File: src/rtl/lmc_pkg.sv
// rtl/lmc_pkg.sv - shared LMC word constants, INP handshake states and word helpers
package lmc_pkg;

   localparam int LMC_MAX_VALUE = 999;
   localparam int LMC_WORD_W    = 11;

   typedef enum logic [1:0] {
      IDLE  = 2'd0,
      ARMED = 2'd1,
      OFFER = 2'd2
   } inp_state_t;

   // Unsigned saturation; callers zero-extend so the compare stays unsigned.
   function automatic logic [31:0] lmc_clamp(input logic [31:0] value, input logic [31:0] max_value);
      return (value > max_value) ? max_value : value;
   endfunction

   function automatic logic [11:0] lmc_to_bcd(input logic [9:0] value);
      return {4'(value / 10'd100), 4'((value / 10'd10) % 10'd10), 4'(value % 10'd10)};
   endfunction

endpackage

File: src/rtl/lmc_debounce.sv
// rtl/lmc_debounce.sv - 2-FF synchroniser plus stable-count debouncer for a raw push button
module lmc_debounce #(
   parameter int DEBOUNCE_CYCLES = 1000000
) (
   input  logic clk,
   input  logic reset_n,
   input  logic raw,
   output logic level,
   output logic rise
);

   localparam int CNT_W = $clog2(DEBOUNCE_CYCLES + 1);
   localparam logic [CNT_W-1:0] CNT_LAST = CNT_W'(DEBOUNCE_CYCLES - 1);

   logic             sync_q1;
   logic             sync_q2;
   logic [CNT_W-1:0] cnt;

   always_ff @(posedge clk) begin
      if (!reset_n) begin
         sync_q1 <= 1'b0;
         sync_q2 <= 1'b0;
         cnt     <= '0;
         level   <= 1'b0;
         rise    <= 1'b0;
      end else begin
         sync_q1 <= raw;
         sync_q2 <= sync_q1;
         rise    <= 1'b0;
         // Any sample agreeing with the current level restarts the stability run.
         if (sync_q2 == level) begin
            cnt <= '0;
         end else if (cnt == CNT_LAST) begin
            cnt   <= '0;
            level <= sync_q2;
            rise  <= sync_q2;
         end else begin
            cnt <= cnt + CNT_W'(1);
         end
      end
   end

endmodule

File: src/rtl/lmc_inp_port.sv
// rtl/lmc_inp_port.sv - LMC INP peripheral: button-committed switch word over valid/ready
// Optional BCD switch preview output enabled by LMC_INP_PREVIEW_EN.
module lmc_inp_port
   import lmc_pkg::*;
#(
   parameter int DATA_W          = LMC_WORD_W,
   parameter int SW_W            = 10,
   parameter int MAX_VALUE       = LMC_MAX_VALUE,
   parameter int DEBOUNCE_CYCLES = 1000000
) (
   input  logic              clk,
   input  logic              reset_n,
   input  logic [SW_W-1:0]   sw_value,
   input  logic              commit_btn,
   input  logic              inp_req,
   input  logic              inp_ready,
   output logic              inp_valid,
   output logic [DATA_W-1:0] inp_data,
   output logic              waiting
`ifdef LMC_INP_PREVIEW_EN
   ,
   output logic [11:0]       preview_bcd
`endif
);

   inp_state_t        state;
   logic              btn_level;
   logic              btn_rise;
   logic              press;
   logic [DATA_W-1:0] sw_clamped;

   lmc_debounce #(
      .DEBOUNCE_CYCLES(DEBOUNCE_CYCLES)
   ) u_commit_debounce (
      .clk    (clk),
      .reset_n(reset_n),
      .raw    (commit_btn),
      .level  (btn_level),
      .rise   (btn_rise)
   );

   assign press      = btn_rise & btn_level;
   assign sw_clamped = DATA_W'(lmc_clamp(32'(sw_value), 32'(MAX_VALUE)));

   // A press seen in IDLE or OFFER is simply dropped; only ARMED consumes it.
   always_ff @(posedge clk) begin
      if (!reset_n) begin
         state    <= IDLE;
         inp_data <= '0;
      end else begin
         case (state)
            IDLE: begin
               if (inp_req) state <= ARMED;
            end
            ARMED: begin
               if (!inp_req) begin
                  state <= IDLE;
               end else if (press) begin
                  inp_data <= sw_clamped;
                  state    <= OFFER;
               end
            end
            OFFER: begin
               if (inp_ready) state <= IDLE;
            end
            default: state <= IDLE;
         endcase
      end
   end

   assign inp_valid = (state == OFFER);
   assign waiting   = (state == ARMED);

`ifdef LMC_INP_PREVIEW_EN
   always_ff @(posedge clk) begin
      if (!reset_n) begin
         preview_bcd <= 12'h000;
      end else begin
         preview_bcd <= lmc_to_bcd(10'(sw_clamped));
      end
   end
`endif

endmodule
File: config.mk
export PLATFORM = sky130hd
export DESIGN_NAME = lmc_inp_port
export DESIGN_NICKNAME = d
export VERILOG_FILES = /design/src/rtl/lmc_pkg.sv /design/src/rtl/lmc_debounce.sv /design/src/rtl/lmc_inp_port.sv
export SDC_FILE = /design/constraint.sdc
export NUM_CORES = 1
export LEC_CHECK = 0
export BUFFER_PORTS_ARGS = -buffer_cell sky130_fd_sc_hd__buf_4
export CORE_ASPECT_RATIO = 0.5
export CORE_UTILIZATION = 46
export DETAILED_ROUTE_END_ITERATION = 12
export PLACE_DENSITY = 0.67
export SYNTH_ARGS = -nofsm -noshare
export SYNTH_HDL_FRONTEND = slang
export SYNTH_SLANG_ARGS = --single-unit
File: constraint.sdc
create_clock -name clk -period 2 [get_ports clk]
set_input_delay 0.3 -clock clk [delete_from_list [all_inputs] [get_ports clk]]
set_output_delay 0.3 -clock clk [all_outputs]
set_load 0.02 [all_outputs]
# After elaboration in Yosys (flattened, before gate mapping)
# Index checks and enable logic that the tools add are counted.
word_totals:
  ff_bits: 37
  wordCells: 32
  output_inout_bits: 13
  inputBits: 15
op_classes:
  n_eq_ne: 7
  magnitude_cmp: 1
  n_reduce_logical: 6
  n_mux: 6
  add_sub_neg: 1
  n_bitwise: 4
op_table:
  columns: ["cell", "count"]
  rows:
  - ["20-bit by 1-bit adder with 20-bit output, second input constant", 1]
  - ["20-bit == test, second input constant", 1]
  - ["10-bit greater-than comparator, second input constant", 1]
  - ["10-bit 2-to-1 mux", 1]
  - ["2-bit 2-to-1 mux", 4]
  - ["2-bit case mux with 3 select lines", 1]
  - ["3-bit AND reduction", 2]
  - ["3-bit OR reduction", 2]
  - ["2-bit inequality test, second input constant", 2]
  - ["3-bit by 2-bit inequality test with 1-bit output, second input constant", 1]
  - ["1-bit inverter", 3]
  - ["2-bit by 1-bit == test with 1-bit output, second input constant", 1]
  - ["2-bit == test, second input constant", 1]
  - ["2-bit logical NOT", 1]
  - ["2-bit AND reduction", 1]
  - ["1-bit bitwise AND", 1]
  - ["1-bit == test", 1]

# Longest topological paths before layout
# Gate-level depths: netlist (run 1).
logic_depth:
  depth_word: 4
  ltp_mapped: 6

# By module
# From an unflattened synthesis (run 1), not the netlist that was laid out.
unflattened:
  cells_unflattened: 180
  hier_area_um2: 1595.3
by_module_without_submodules:
  columns: ["mod", "area_per_inst_um2", "cells_each", "n_inst"]
  rows:
  - ["lmc_debounce", 1081.0, 122, 1]
  - ["lmc_inp_port", 514.2, 58, 1]

# Worst setup path before layout (run 1)
# Ideal clock, no wire load.
synth_timing:
  path_kind: "flip-flop to flip-flop"
  startpoint: "reg u_commit_debounce.cnt[0]"
  endpoint: "reg u_commit_debounce.cnt[18]"
  n_path_buf: 1
  t_arrival_ns: 1.359
  path_stages_with_launch: 7
  slack_ns: 0.518
  required_ns: 1.877
  setup_time_ns: 0.123
  cell_sequence: "dfxtp_1 > ha_1 > clkbuf_1 > nand4_1 > nor4_4 > mux2i_1 > nor4_2"
synth_between:
  elab_chain_cells: 2
synth_lines:
  columns: ["element", "line", "source"]
  rows:
  - ["from (decl)", "lmc_debounce.sv:17", "logic [CNT_W-1:0] cnt;"]
  - ["from (signal assigned)", "lmc_debounce.sv:38", "cnt <= cnt + CNT_W'(1);"]
  - ["parallel branches: the longest is 2 deep, another holds 20-bit by 1-bit adder with 20-bit output", null, null]
# Parallel ways; which one is timed is not known.
# A chain may end at the register's enable or synchronous reset.

# Final worst setup path (run 1)
layout_timing:
  startpoint: "reg u_commit_debounce.cnt[7]"
  endpoint: "reg u_commit_debounce.cnt[18]"
# The elaborated chain is that of the path after synthesis.

==> summary.md, run 1 <==
| Metric | Value |
|---|---|
| WL final | `3090 microns` |
| Rows | `14` |
| Largest net degree at the start of global routing | `20` |
| I/O Buffers | `26` |
| Setup bufs post-CTS | `0` |
| Worst setup margin | `0.371 ns` |
| Startpoint type of the worst setup path | `flop` |
| Maximum clock path buffer count | `2` |
| Antenna diodes | `0` |
| Crit Path Category | `flop to flop` |
| DRC errors left | `0` |
| Htree depth | `2` |
| Final min period | `1.63 ns` |
| Main synth FF type | `dfxtp_1` |
| Post-Syn Instances | `170` |
| Max Cap Viol | `0` |
| Slew Limit Fails | `0` |
| Latest clock arrival within the worst-skew pair | `0.28 ns` |
| Critical-path top delay cell | `dfxtp_1` |
| DIE AREA | `3840 sq um` |
| GRT overflow | `0` |
| Final setup vio count | `0` |
| Fmax | `614 MHz` |
| Synthesis Warnings | `0` |
| Die Width | `86.7 microns` |
| Synth area leaders | `dfxtp_1 (44%), xnor2_1 (5.3%), nor2_1 (4.6%)` |
| DR vias/cell | `5.23` |
| DRT Pass-1 Iters | `4` |
| Final period util | `0.815` |
| Hold buffers post-CTS | `0` |
| Routed Antenna Nets | `0` |
| Vias in the first global route | `1160` |
| WL/cell | `12.7 microns` |
| Unrepaired setup endpoints after global routing | `false` |
| Final-report hold violation count | `0` |
| Area of the multi-input gates | `867 sq um` |
| Reg area | `721 sq um` |
| Die height | `44.3 microns` |
| GP Congestion | `0.826` |
| CTS clk-pin slew, worst paths | `0.07 ns` |
| Core area | `3210 sq um` |
| Post-synth top area share | `0.437` |
| Setup total negative slack | `0 ns` |
| Status | `complete, no violations` |
| Post-synth cell types | `39` |
| Initial Util | `0.514` |
| Share of post-route cells with drive strength above 1 | `0.226` |
| Post-synthesis sequential area ratio | `0.437` |
| Synth Cell Area | `1650 sq um` |
| CTS sink cnt | `36` |
| Num CTS Buffers | `5` |
| Post-CTS Resized | `0` |
| CP peak stage delay | `0.49 ns` |
| Peak supply drop | `0.281 mV` |
| Clock Tree Root | `clkbuf_8` |
| Initial antenna violation count | `0` |
| Leak | `0.674 nW` |
| Critical Path, Cell by Cell | `nand3_1 -> nor4_4 -> mux2i_1 -> nor4_2` |
| Register bit total from synthesis | `36` |
| Overall Power | `1.25 mW` |
| CP Data Arrival Time | `1.80 ns` |
| Fin Clk Skew | `0.00578 ns` |
| Iteration-0 DRC Markers | `49` |
| Final #Nets | `211` |
| Crit path max fanout | `7` |
| Largest area contributor in the netlist | `dfxtp_1` |
| Syn_nets | `186` |
| P&R area growth vs syn | `17.6%` |
| Total number of vias | `1272` |
| Gr usage total | `0.181` |
| Fill cell count | `300` |
| Post-synth EDFFs | `0` |
| Crit path capture type | `flop` |
| I/O pin cnt | `28` |
| FFs w/ async S/R, synth | `0` |
| PwrDens | `642 nW/um^2` |
| CTS tree | `yes` |
| Pre-CTS WS | `0.398 ns` |
| First-pass GRT wire length | `5240 microns` |
| Final Non-Filler Cells | `243` |
| DP Wirelength | `2200 microns` |
| Core Util, Final | `0.605` |
| Placed cells | `236` |
| Hold crit path type | `input port to flop` |
| WP data required | `2.17 ns` |
| Mean Syn Cell Area | `9.70 sq um` |
## layout make-up
class	count	area share
Clock buffer	6	0.0374
Sequential cell	36	0.372
Timing Repair Buffer	27	0.105
Inverter	3	0.00581
Tap cell	48	0.0310
Multi-Input combinational cell	122	0.447
Clock inverter	1	0.00258
## kinds of logic after synthesis
| logic type | share of synthesized area |
|---|---|
| compound gates | 0.0690 |
| xor+xnor | 0.0850 |
| fa+ha+maj | 0.00759 |
| buf+inv | 0.0372 |
| flops | 0.437 |
| mux | 0.0425 |
| other cells | 0.00227 |
| simple gates | 0.319 |
## worst max-delay path: cells and delay by family, from the launching register on
kind	cells	cell delay, ns
flip-flops	1	0.49
AND/OR/NAND/NOR	3	0.78
multiplexers	1	0.25
## power breakdown
group / internal [mW] / switching (mW) / leakage (nW)
Combinational: 0.0258 / 0.0180 / 0.343
Clock: 0.237 / 0.243 / 0.0410
Sequential: 0.720 / 0.00205 / 0.291
Total: 0.983 / 0.263 / 0.674
## registers in the layout, indices dropped and copies added, names as in the netlist
| register | flops |
|---|---|
| inp_data | 10 |
| state | 2 |
| u_commit_debounce.cnt | 20 |
| u_commit_debounce.level | 1 |
| u_commit_debounce.rise | 1 |
| u_commit_debounce.sync_q1 | 1 |
| u_commit_debounce.sync_q2 | 1 |
## cells in the mapped netlist, drive strengths merged, types with 3 or more instances
cell type	instances
buf	6
nor4	9
clkbuf	3
nor2	20
nor2b	8
nand2	9
nand3	9
dfxtp	36
nand4	10
mux2i	7
and2	3
o221a	3
inv	3
xor2	6
xnor2	10
a21oi	3
## path summary, 6_finish.rpt
check / endpoint / startpoint / depth (start not counted) / slack (ns)
max reg2reg: u_commit_debounce.cnt[18]$_SDFF_PP0_ / u_commit_debounce.cnt[7]$_SDFF_PP0_ / 4 / 0.37
max: u_commit_debounce.cnt[18]$_SDFF_PP0_ / u_commit_debounce.cnt[7]$_SDFF_PP0_ / 4 / 0.37
min reg2reg: u_commit_debounce.sync_q2$_SDFF_PN0_ / u_commit_debounce.sync_q1$_SDFF_PN0_ / 1 / 0.44
min: u_commit_debounce.sync_q1$_SDFF_PN0_ / commit_btn / 2 / 0.23
## through the flow
stage | cell area, sq um | hold WS, ns
after global routing | 1940 | 0.232
after CTS | 1940 | 0.224
after detailed placement | 1860 | 0.422
final | 1940 | 0.229
after global placement | 1860 | 0.422
after floorplan | 1650 | 0.412
## layout by cell type (no fill, tap or decap), types with 2 or more instances in the layout
cell       n
a21boi_0   2
a21oi_1    3
and2_1     3
and3_1     2
buf_4     27
clkbuf_8   5
dfxtp_1   36
inv_1      3
mux2i_1    7
nand2_1    9
nand2b_1   2
nand3_1    9
nand4_1    8
nand4_4    2
nor2_1    20
nor2b_1    8
nor3_1     2
nor4_1     7
nor4b_1    2
o221a_2    3
o31ai_1    2
or4_1      2
xnor2_1   10
xor2_1     6
## layer usage
metal / global-route usage / vias to the layer above / share of wire
li1: - / 648 / -
met1: 0.246 / 575 / 0.52
met2: 0.278 / 46 / 0.41
met3: 0.0634 / 3 / 0.068
met4: 0.0500 / 0 / 0.0081
met5: 0 / - / 0
Power figures use the tool's default switching activity.
==> run 2: changes to the inputs <==
ABC_AREA = 1   (was not set)
PLACE_DENSITY = 0.7   (was 0.67)
clock period = 1.4 ns   (was 2 ns; I/O delays follow)
==> summary.md, run 2 <==
| Metric | Value |
|---|---|
| Status | `complete, no violations (unchanged)` |
| Largest net degree at the start of global routing | `16 (was 20)` |
| Cell family contributing the most delay on the critical path | `simple AND/OR/NAND/NOR gates (unchanged)` |
| Hold crit path type | `input port to flop (unchanged)` |
| DP Wirelength | `2680 microns (was 2200 microns)` |
| CP Data Arrival Time | `1.52 ns (was 1.80 ns)` |
| Met2 usage | `0.335 (was 0.278)` |
| Share of post-route cells with drive strength above 1 | `0.236 (was 0.226)` |
| Vias in the first global route | `1361 (was 1160)` |
| Critical-path top delay cell | `dfxtp_2 (was dfxtp_1)` |
| Register bit total from synthesis | `36 (unchanged)` |
| Peak supply drop | `0.632 mV (was 0.281 mV)` |
| Fmax | `760 MHz (was 614 MHz)` |
| Htree depth | `2 (unchanged)` |
| Mean Syn Cell Area | `7.31 sq um (was 9.70 sq um)` |
| Overall Power | `1.86 mW (was 1.25 mW)` |
| Final period util | `0.940 (was 0.815)` |
| Max Cap Viol | `0 (unchanged)` |
| Crit path max fanout | `4 (was 7)` |
| Final #Nets | `290 (was 211)` |
| Most numerous cell in the Yosys netlist | `nor2_1 (was dfxtp_1)` |
| DR vias/cell | `4.74 (was 5.23)` |
| DIE AREA | `3970 sq um (was 3840 sq um)` |
| Slew Limit Fails | `0 (unchanged)` |
| Post-synth cell types | `30 (was 39)` |
| Sw frac | `0.206 (was 0.211)` |
| I/O Buffers | `26 (unchanged)` |
| Total number of vias | `1546 (was 1272)` |
| DRT Pass-1 Iters | `4 (unchanged)` |
| CTS clk-pin slew, worst paths | `0.07 ns (about the same)` |
| Post-synth top area share | `0.423 (was 0.437)` |
| Rows | `15 (was 14)` |
| Gr usage total | `0.195 (was 0.181)` |
| Die height | `45.0 microns (was 44.3 microns)` |
| Sequential power share | `0.555 (was 0.580)` |
| Iteration-0 DRC Markers | `92 (was 49)` |
| Most common cell after layout, fill and taps aside | `nor2_1 (was dfxtp_1)` |
| WL final | `3440 microns (was 3090 microns)` |
| GRT overflow | `0 (unchanged)` |
| Dpl cell area | `2030 sq um (was 1860 sq um)` |
| Post-synthesis sequential area ratio | `0.423 (was 0.437)` |
| Pre-CTS WS | `-0.0301 ns (was 0.398 ns)` |
| Grt met1 use | `0.237 (was 0.246)` |
| Cell Int Power | `1.47 mW (was 983 uW)` |
| Worst setup margin | `0.0838 ns (was 0.371 ns)` |
| Startpoint type of the worst setup path | `flop (unchanged)` |
| Routed Antenna Nets | `0 (unchanged)` |
| Grt peak-use layer | `met2 (unchanged)` |
| Synth Cell Area | `1700 sq um (was 1650 sq um)` |
| CP Buf/Inv Count | `1 (was 0)` |
| I/O pin cnt | `28 (unchanged)` |
| Most frequent cells in the layout | `nor2_1 (58), nand2_1 (43), buf_4 (37), dfxtp_1 (33), inv_1 (21) (was dfxtp_1 (36), buf_4 (27), nor2_1 (20), xnor2_1 (10))` |
| WL/cell | `10.6 microns (was 12.7 microns)` |
| Largest Register | `u_commit_debounce.cnt (unchanged)` |
| Clock Tree Root | `clkbuf_8 (unchanged)` |
| Combinational power share | `0.043 (was 0.035)` |
| Final setup vio count | `0 (unchanged)` |
| Core area | `3490 sq um (was 3210 sq um)` |
| DRC errors left | `0 (unchanged)` |
| Latest clock arrival within the worst-skew pair | `0.28 ns (about the same)` |
| Clock power share | `0.401 (was 0.385)` |
| Syn_nets | `249 (was 186)` |
| PwrDens | `861 nW/um^2 (was 642 nW/um^2)` |
| Final Non-Filler Cells | `326 (was 243)` |
| Initial Util | `0.488 (was 0.514)` |
| Post-Syn Instances | `233 (was 170)` |
| Crit Path Category | `flop to flop (unchanged)` |
| Met3 usage | `0.0713 (was 0.0634)` |
| Biggest regs | `u_commit_debounce.cnt x20, inp_data x10, state x2 (unchanged)` |
| Placed cells | `316 (was 236)` |
| Num CTS Buffers | `5 (unchanged)` |
| First-pass GRT wire length | `5740 microns (was 5240 microns)` |
| Setup total negative slack | `0 ns (unchanged)` |
| FFs w/ async S/R, synth | `0 (unchanged)` |
| Switching pwr | `384 uW (was 263 uW)` |
| Initial antenna violation count | `0 (unchanged)` |
| Largest area contributor in the netlist | `dfxtp_1 (unchanged)` |
| Main synth FF type | `dfxtp_1 (unchanged)` |
| Final-report hold violation count | `0 (unchanged)` |
| Final min period | `1.32 ns (was 1.63 ns)` |
| CTS tree | `yes (unchanged)` |
| Synth area leaders | `dfxtp_1 (42%), nor2_1 (13%), nand2_1 (9.7%) (was dfxtp_1 (44%), xnor2_1 (5.3%), nor2_1 (4.6%))` |
| Synthesis Warnings | `0 (unchanged)` |
| Antenna diodes | `0 (unchanged)` |
| Largest register FFs | `20 (unchanged)` |
| Hold WS | `0.116 ns (was 0.229 ns)` |
| Post-synth top cells | `nor2_1 (58), nand2_1 (44), dfxtp_1 (36) (was dfxtp_1 (36), nor2_1 (20), xnor2_1 (10))` |
| Core Util, Final | `0.618 (was 0.605)` |
| WP data required | `1.60 ns (was 2.17 ns)` |
| P&R area growth vs syn | `26.7% (was 17.6%)` |
| Maximum clock path buffer count | `2 (unchanged)` |
| Fin Clk Skew | `0.00483 ns (was 0.00578 ns)` |
| Post-synth EDFFs | `0 (unchanged)` |
| CTS sink cnt | `36 (unchanged)` |
| Die Width | `88.1 microns (was 86.7 microns)` |
| Design Area, Final | `2160 sq um (was 1940 sq um)` |
| GP Congestion | `0.824 (was 0.826)` |
| Leak | `0.794 nW (was 0.674 nW)` |
| Critical Path, Cell by Cell | `ha_4 -> nand3_4 -> nor3_4 -> nand3_2 -> buf_4 -> nor3b_1 (was nand3_1 -> nor4_4 -> mux2i_1 -> nor4_2)` |
| CP peak stage delay | `0.35 ns (was 0.49 ns)` |
| Unrepaired setup endpoints after global routing | `true (was false)` |
| Crit path capture type | `flop (unchanged)` |
run 2: cell types whose count changed in the layout (fill, tap and decap cells not counted), sizes merged, moves of 12 or more:
cell   previous run  this run
inv               3        22
nor2             20        61
nand2             9        48
buf              27        39
o21ai             0        13
run 2: logic make-up after synthesis:
family                     count (synthesis)  synth area share
adders and majority gates                  1           0.00734
AOI/OAI and AO/OA                         27            0.0866
xor gates and xnor gates                  10            0.0514
buffers and inverters                     27            0.0727
other                                      1           0.00220
DFF                                       36             0.423
and+or+nand+nor                          131             0.357
run 2: metal layers:
layer / up-vias / share of wire
met5: - / 0
met3: 3 / 0.062
met4: 0 / 0.0073
li1: 809 / -
met2: 37 / 0.43
met1: 697 / 0.50
run 2: power by group through the flow:
stage	clock network [mW]	logic, mW	registers [mW]
after CTS	0.781	0.0810	1.03
after global placement	0	0.0787	1.05
after global routing	0.817	0.0891	1.03
after floorplan	0	0.0328	1.05
final	0.746	0.0804	1.03
after detailed placement	0	0.0798	1.05
run 2: worst paths after layout:
check,startpoint,end,slack [ns],depth (start not counted)
setup / recovery,u_commit_debounce.cnt[0]$_SDFF_PP0_,u_commit_debounce.rise$_SDFF_PP0_,0.08,6
hold / removal,commit_btn,u_commit_debounce.sync_q1$_SDFF_PN0_,0.12,3
setup reg to reg,u_commit_debounce.cnt[0]$_SDFF_PP0_,u_commit_debounce.rise$_SDFF_PP0_,0.08,6
hold reg to reg,u_commit_debounce.sync_q1$_SDFF_PN0_,u_commit_debounce.sync_q2$_SDFF_PN0_,0.43,2
run 2: worst register-to-register path: stages (launching register included):
cell     delay [ns]
dfxtp_2        0.35
ha_4           0.16
nand3_4        0.12
nor3_4         0.16
nand3_2        0.13
buf_4          0.16
nor3b_1        0.16
run 2: cell type report:
| cell class | instances | area [sq um] |
|---|---|---|
| flip-flops and latches | 36 | 724 |
| well taps | 51 | 63.8 |
| clock buffers | 8 | 90.1 |
| multi-input cells | 170 | 880 |
| fillers | 319 | 1330 |
| inverters | 22 | 82.6 |
| repair buffers | 39 | 318 |
run 2: repair_timing:
action | in CTS | in global routing
setup endpoints to repair | 20 | 20
hold buffers | 0 | 0
pin swaps | 1 | 1
gates resized for setup | 3 | 5
buffers inserted | 0 | 2
==> run 3: changes to the inputs <==
REMOVE_ABC_BUFFERS = 1   (was not set)
==> summary.md, run 3 (synthesis results as in run 2) <==
| Metric | Value |
|---|---|
| CTS sink cnt | `36 (unchanged)` |
| Hold crit path type | `input port to flop (unchanged)` |
| DRC errors left | `0 (unchanged)` |
| Die height | `45.0 microns (unchanged)` |
| Unrepaired setup endpoints after global routing | `true (unchanged)` |
| I/O pin cnt | `28 (unchanged)` |
| DIE AREA | `3970 sq um (unchanged)` |
| Clock Tree Root | `clkbuf_8 (unchanged)` |
| WL final | `3710 microns (was 3440 microns)` |
| Iteration-0 DRC Markers | `102 (was 92)` |
| Antenna diodes | `0 (unchanged)` |
| Peak supply drop | `0.477 mV (was 0.632 mV)` |
| P&R area growth vs syn | `30.0% (was 26.7%)` |
| Most common cell after layout, fill and taps aside | `nor2_1 (unchanged)` |
| Largest register FFs | `20 (unchanged)` |
| Final-report hold violation count | `0 (unchanged)` |
| Critical-path top delay cell | `dfxtp_2 (unchanged)` |
| First-pass GRT wire length | `5820 microns (was 5740 microns)` |
| Routed Antenna Nets | `0 (unchanged)` |
| Most frequent cells in the layout | `nor2_1 (54), nand2_1 (44), dfxtp_1 (34), buf_4 (33), inv_1 (21) (was nor2_1 (58), nand2_1 (43), buf_4 (37), dfxtp_1 (33), inv_1 (21))` |
| Initial antenna violation count | `0 (unchanged)` |
| Status | `finished, violations left (was complete, no violations)` |
| Latest clock arrival within the worst-skew pair | `0.29 ns (was 0.28 ns)` |
| Startpoint type of the worst setup path | `flop (unchanged)` |
| Leak | `0.807 nW (was 0.794 nW)` |
| Rows | `15 (unchanged)` |
| CTS clk-pin slew, worst paths | `0.07 ns (about the same)` |
| Initial Util | `0.488 (unchanged)` |
| Gr usage total | `0.196 (was 0.195)` |
| DRT Pass-1 Iters | `4 (unchanged)` |
| Die Width | `88.1 microns (unchanged)` |
| Pre-CTS WS | `0.0119 ns (was -0.0301 ns)` |
| Crit path max fanout | `5 (was 4)` |
| Htree depth | `2 (unchanged)` |
| CTS tree | `yes (unchanged)` |
| GP Congestion | `0.808 (was 0.824)` |
| DP Wirelength | `2480 microns (was 2680 microns)` |
| Crit Path Category | `flop to flop (unchanged)` |
| Area of the multi-input gates | `910 sq um (was 880 sq um)` |
| GRT overflow | `0 (unchanged)` |
| Fin Clk Skew | `0.00219 ns (was 0.00483 ns)` |
| Largest Register | `u_commit_debounce.cnt (unchanged)` |
| PwrDens | `913 nW/um^2 (was 861 nW/um^2)` |
| Cell family contributing the most delay on the critical path | `simple AND/OR/NAND/NOR gates (unchanged)` |
| I/O Buffers | `26 (unchanged)` |
| Vias in the first global route | `1400 (was 1361)` |
| Hold WS | `0.107 ns (was 0.116 ns)` |
| Biggest regs | `u_commit_debounce.cnt x20, inp_data x10, state x2 (unchanged)` |
| Share of post-route cells with drive strength above 1 | `0.256 (was 0.236)` |
| Core area | `3490 sq um (unchanged)` |
| Fmax | `711 MHz (was 760 MHz)` |
| CP peak stage delay | `0.36 ns (was 0.35 ns)` |
| Final setup vio count | `4 (was 0)` |
| Failing checks | `negative setup slack` |
| Overall Power | `2.02 mW (was 1.86 mW)` |
| WL/cell | `11.5 microns (was 10.6 microns)` |
| Num CTS Buffers | `5 (unchanged)` |
| Final #Nets | `288 (was 290)` |
| Crit path capture type | `flop (unchanged)` |
| Maximum clock path buffer count | `2 (unchanged)` |
| Final period util | `1.00 (was 0.940)` |
| Total number of vias | `1579 (was 1546)` |
| Critical Path, Cell by Cell | `ha_4 -> nand3_4 -> nor3_4 -> nand3_2 -> nand2_4 -> clkbuf_16 -> nor2_1 (was ha_4 -> nand3_4 -> nor3_4 -> nand3_2 -> buf_4 -> nor3b_1)` |
| Worst setup margin | `-0.00585 ns (was 0.0838 ns)` |
| Max Cap Viol | `0 (unchanged)` |
| CP Buf/Inv Count | `1 (unchanged)` |
| WP data required | `1.58 ns (was 1.60 ns)` |
| Fill cell count | `309 (was 319)` |
| Largest net degree at the start of global routing | `21 (was 16)` |
| CP Data Arrival Time | `1.59 ns (was 1.52 ns)` |
| Setup total negative slack | `-0.00672 ns (was 0 ns)` |
| Final min period | `1.41 ns (was 1.32 ns)` |
| Reg area | `723 sq um (was 724 sq um)` |
| DR vias/cell | `4.87 (was 4.74)` |
| Slew Limit Fails | `0 (unchanged)` |
## run 3: changes by cell type in the layout (fill, tap and decap cells not counted), sizes merged
cell,change
buf,-4
bufinv,+1
clkinv,+1
## run 3: final cells by class
class	count	share of cell area
clock inverters	2	0.0158
multi-input cells	170	0.411
inverters	22	0.0373
repair buffers	37	0.149
flip-flops and latches	36	0.326
clock buffers	6	0.0327
well taps	51	0.0288
## run 3: worst paths after layout
kind	slack, ns	endpoint	cells after the start	from
worst min-delay path	0.11	u_commit_debounce.sync_q1$_SDFF_PN0_	3	commit_btn
worst max register to register	-0.006	u_commit_debounce.cnt[12]$_SDFF_PP0_	7	u_commit_debounce.cnt[1]$_SDFF_PP0_
worst min register to register	0.42	u_commit_debounce.sync_q2$_SDFF_PN0_	2	u_commit_debounce.sync_q1$_SDFF_PN0_
worst max-delay path	-0.006	u_commit_debounce.cnt[12]$_SDFF_PP0_	7	u_commit_debounce.cnt[1]$_SDFF_PP0_
## run 3: worst reg2reg max path, stage by stage, from the launching register on
cell       delay, ns
dfxtp_2         0.36
ha_4            0.15
nand3_4         0.11
nor3_4          0.21
nand3_2         0.12
nand2_4         0.15
clkbuf_16       0.16
nor2_1          0.04
## run 3: report_power, final
part           internal, mW  switching [mW]
clock network         0.528           0.375
registers              1.03         0.00322
logic                0.0472          0.0397
## run 3: routing by layer
metal	up-vias	share of wire	routed length, microns	track usage
li1	807	-	-	-
met1	709	0.47	1740	0.242
met2	55	0.46	1700	0.329
met3	8	0.063	232	0.0640
met4	0	0.011	42	0.0710
met5	-	0	0	0
## run 3: what timing repair did
action | in CTS | in global routing
endpoints found under the setup margin | 0 | 20
hold buffers | 0 | 0
resized for setup | 0 | 14
setup buffers | 0 | 2
## run 3: stage by stage
stage | utilization | std cells | instance area, sq um
after floorplan | - | 228 | 1660
after global placement | 0.567 | 311 | 1980
after detailed placement | 0.567 | 311 | 1980
after CTS | 0.598 | 319 | 2090
after global routing | 0.635 | 324 | 2220
final | 0.635 | 324 | 2220
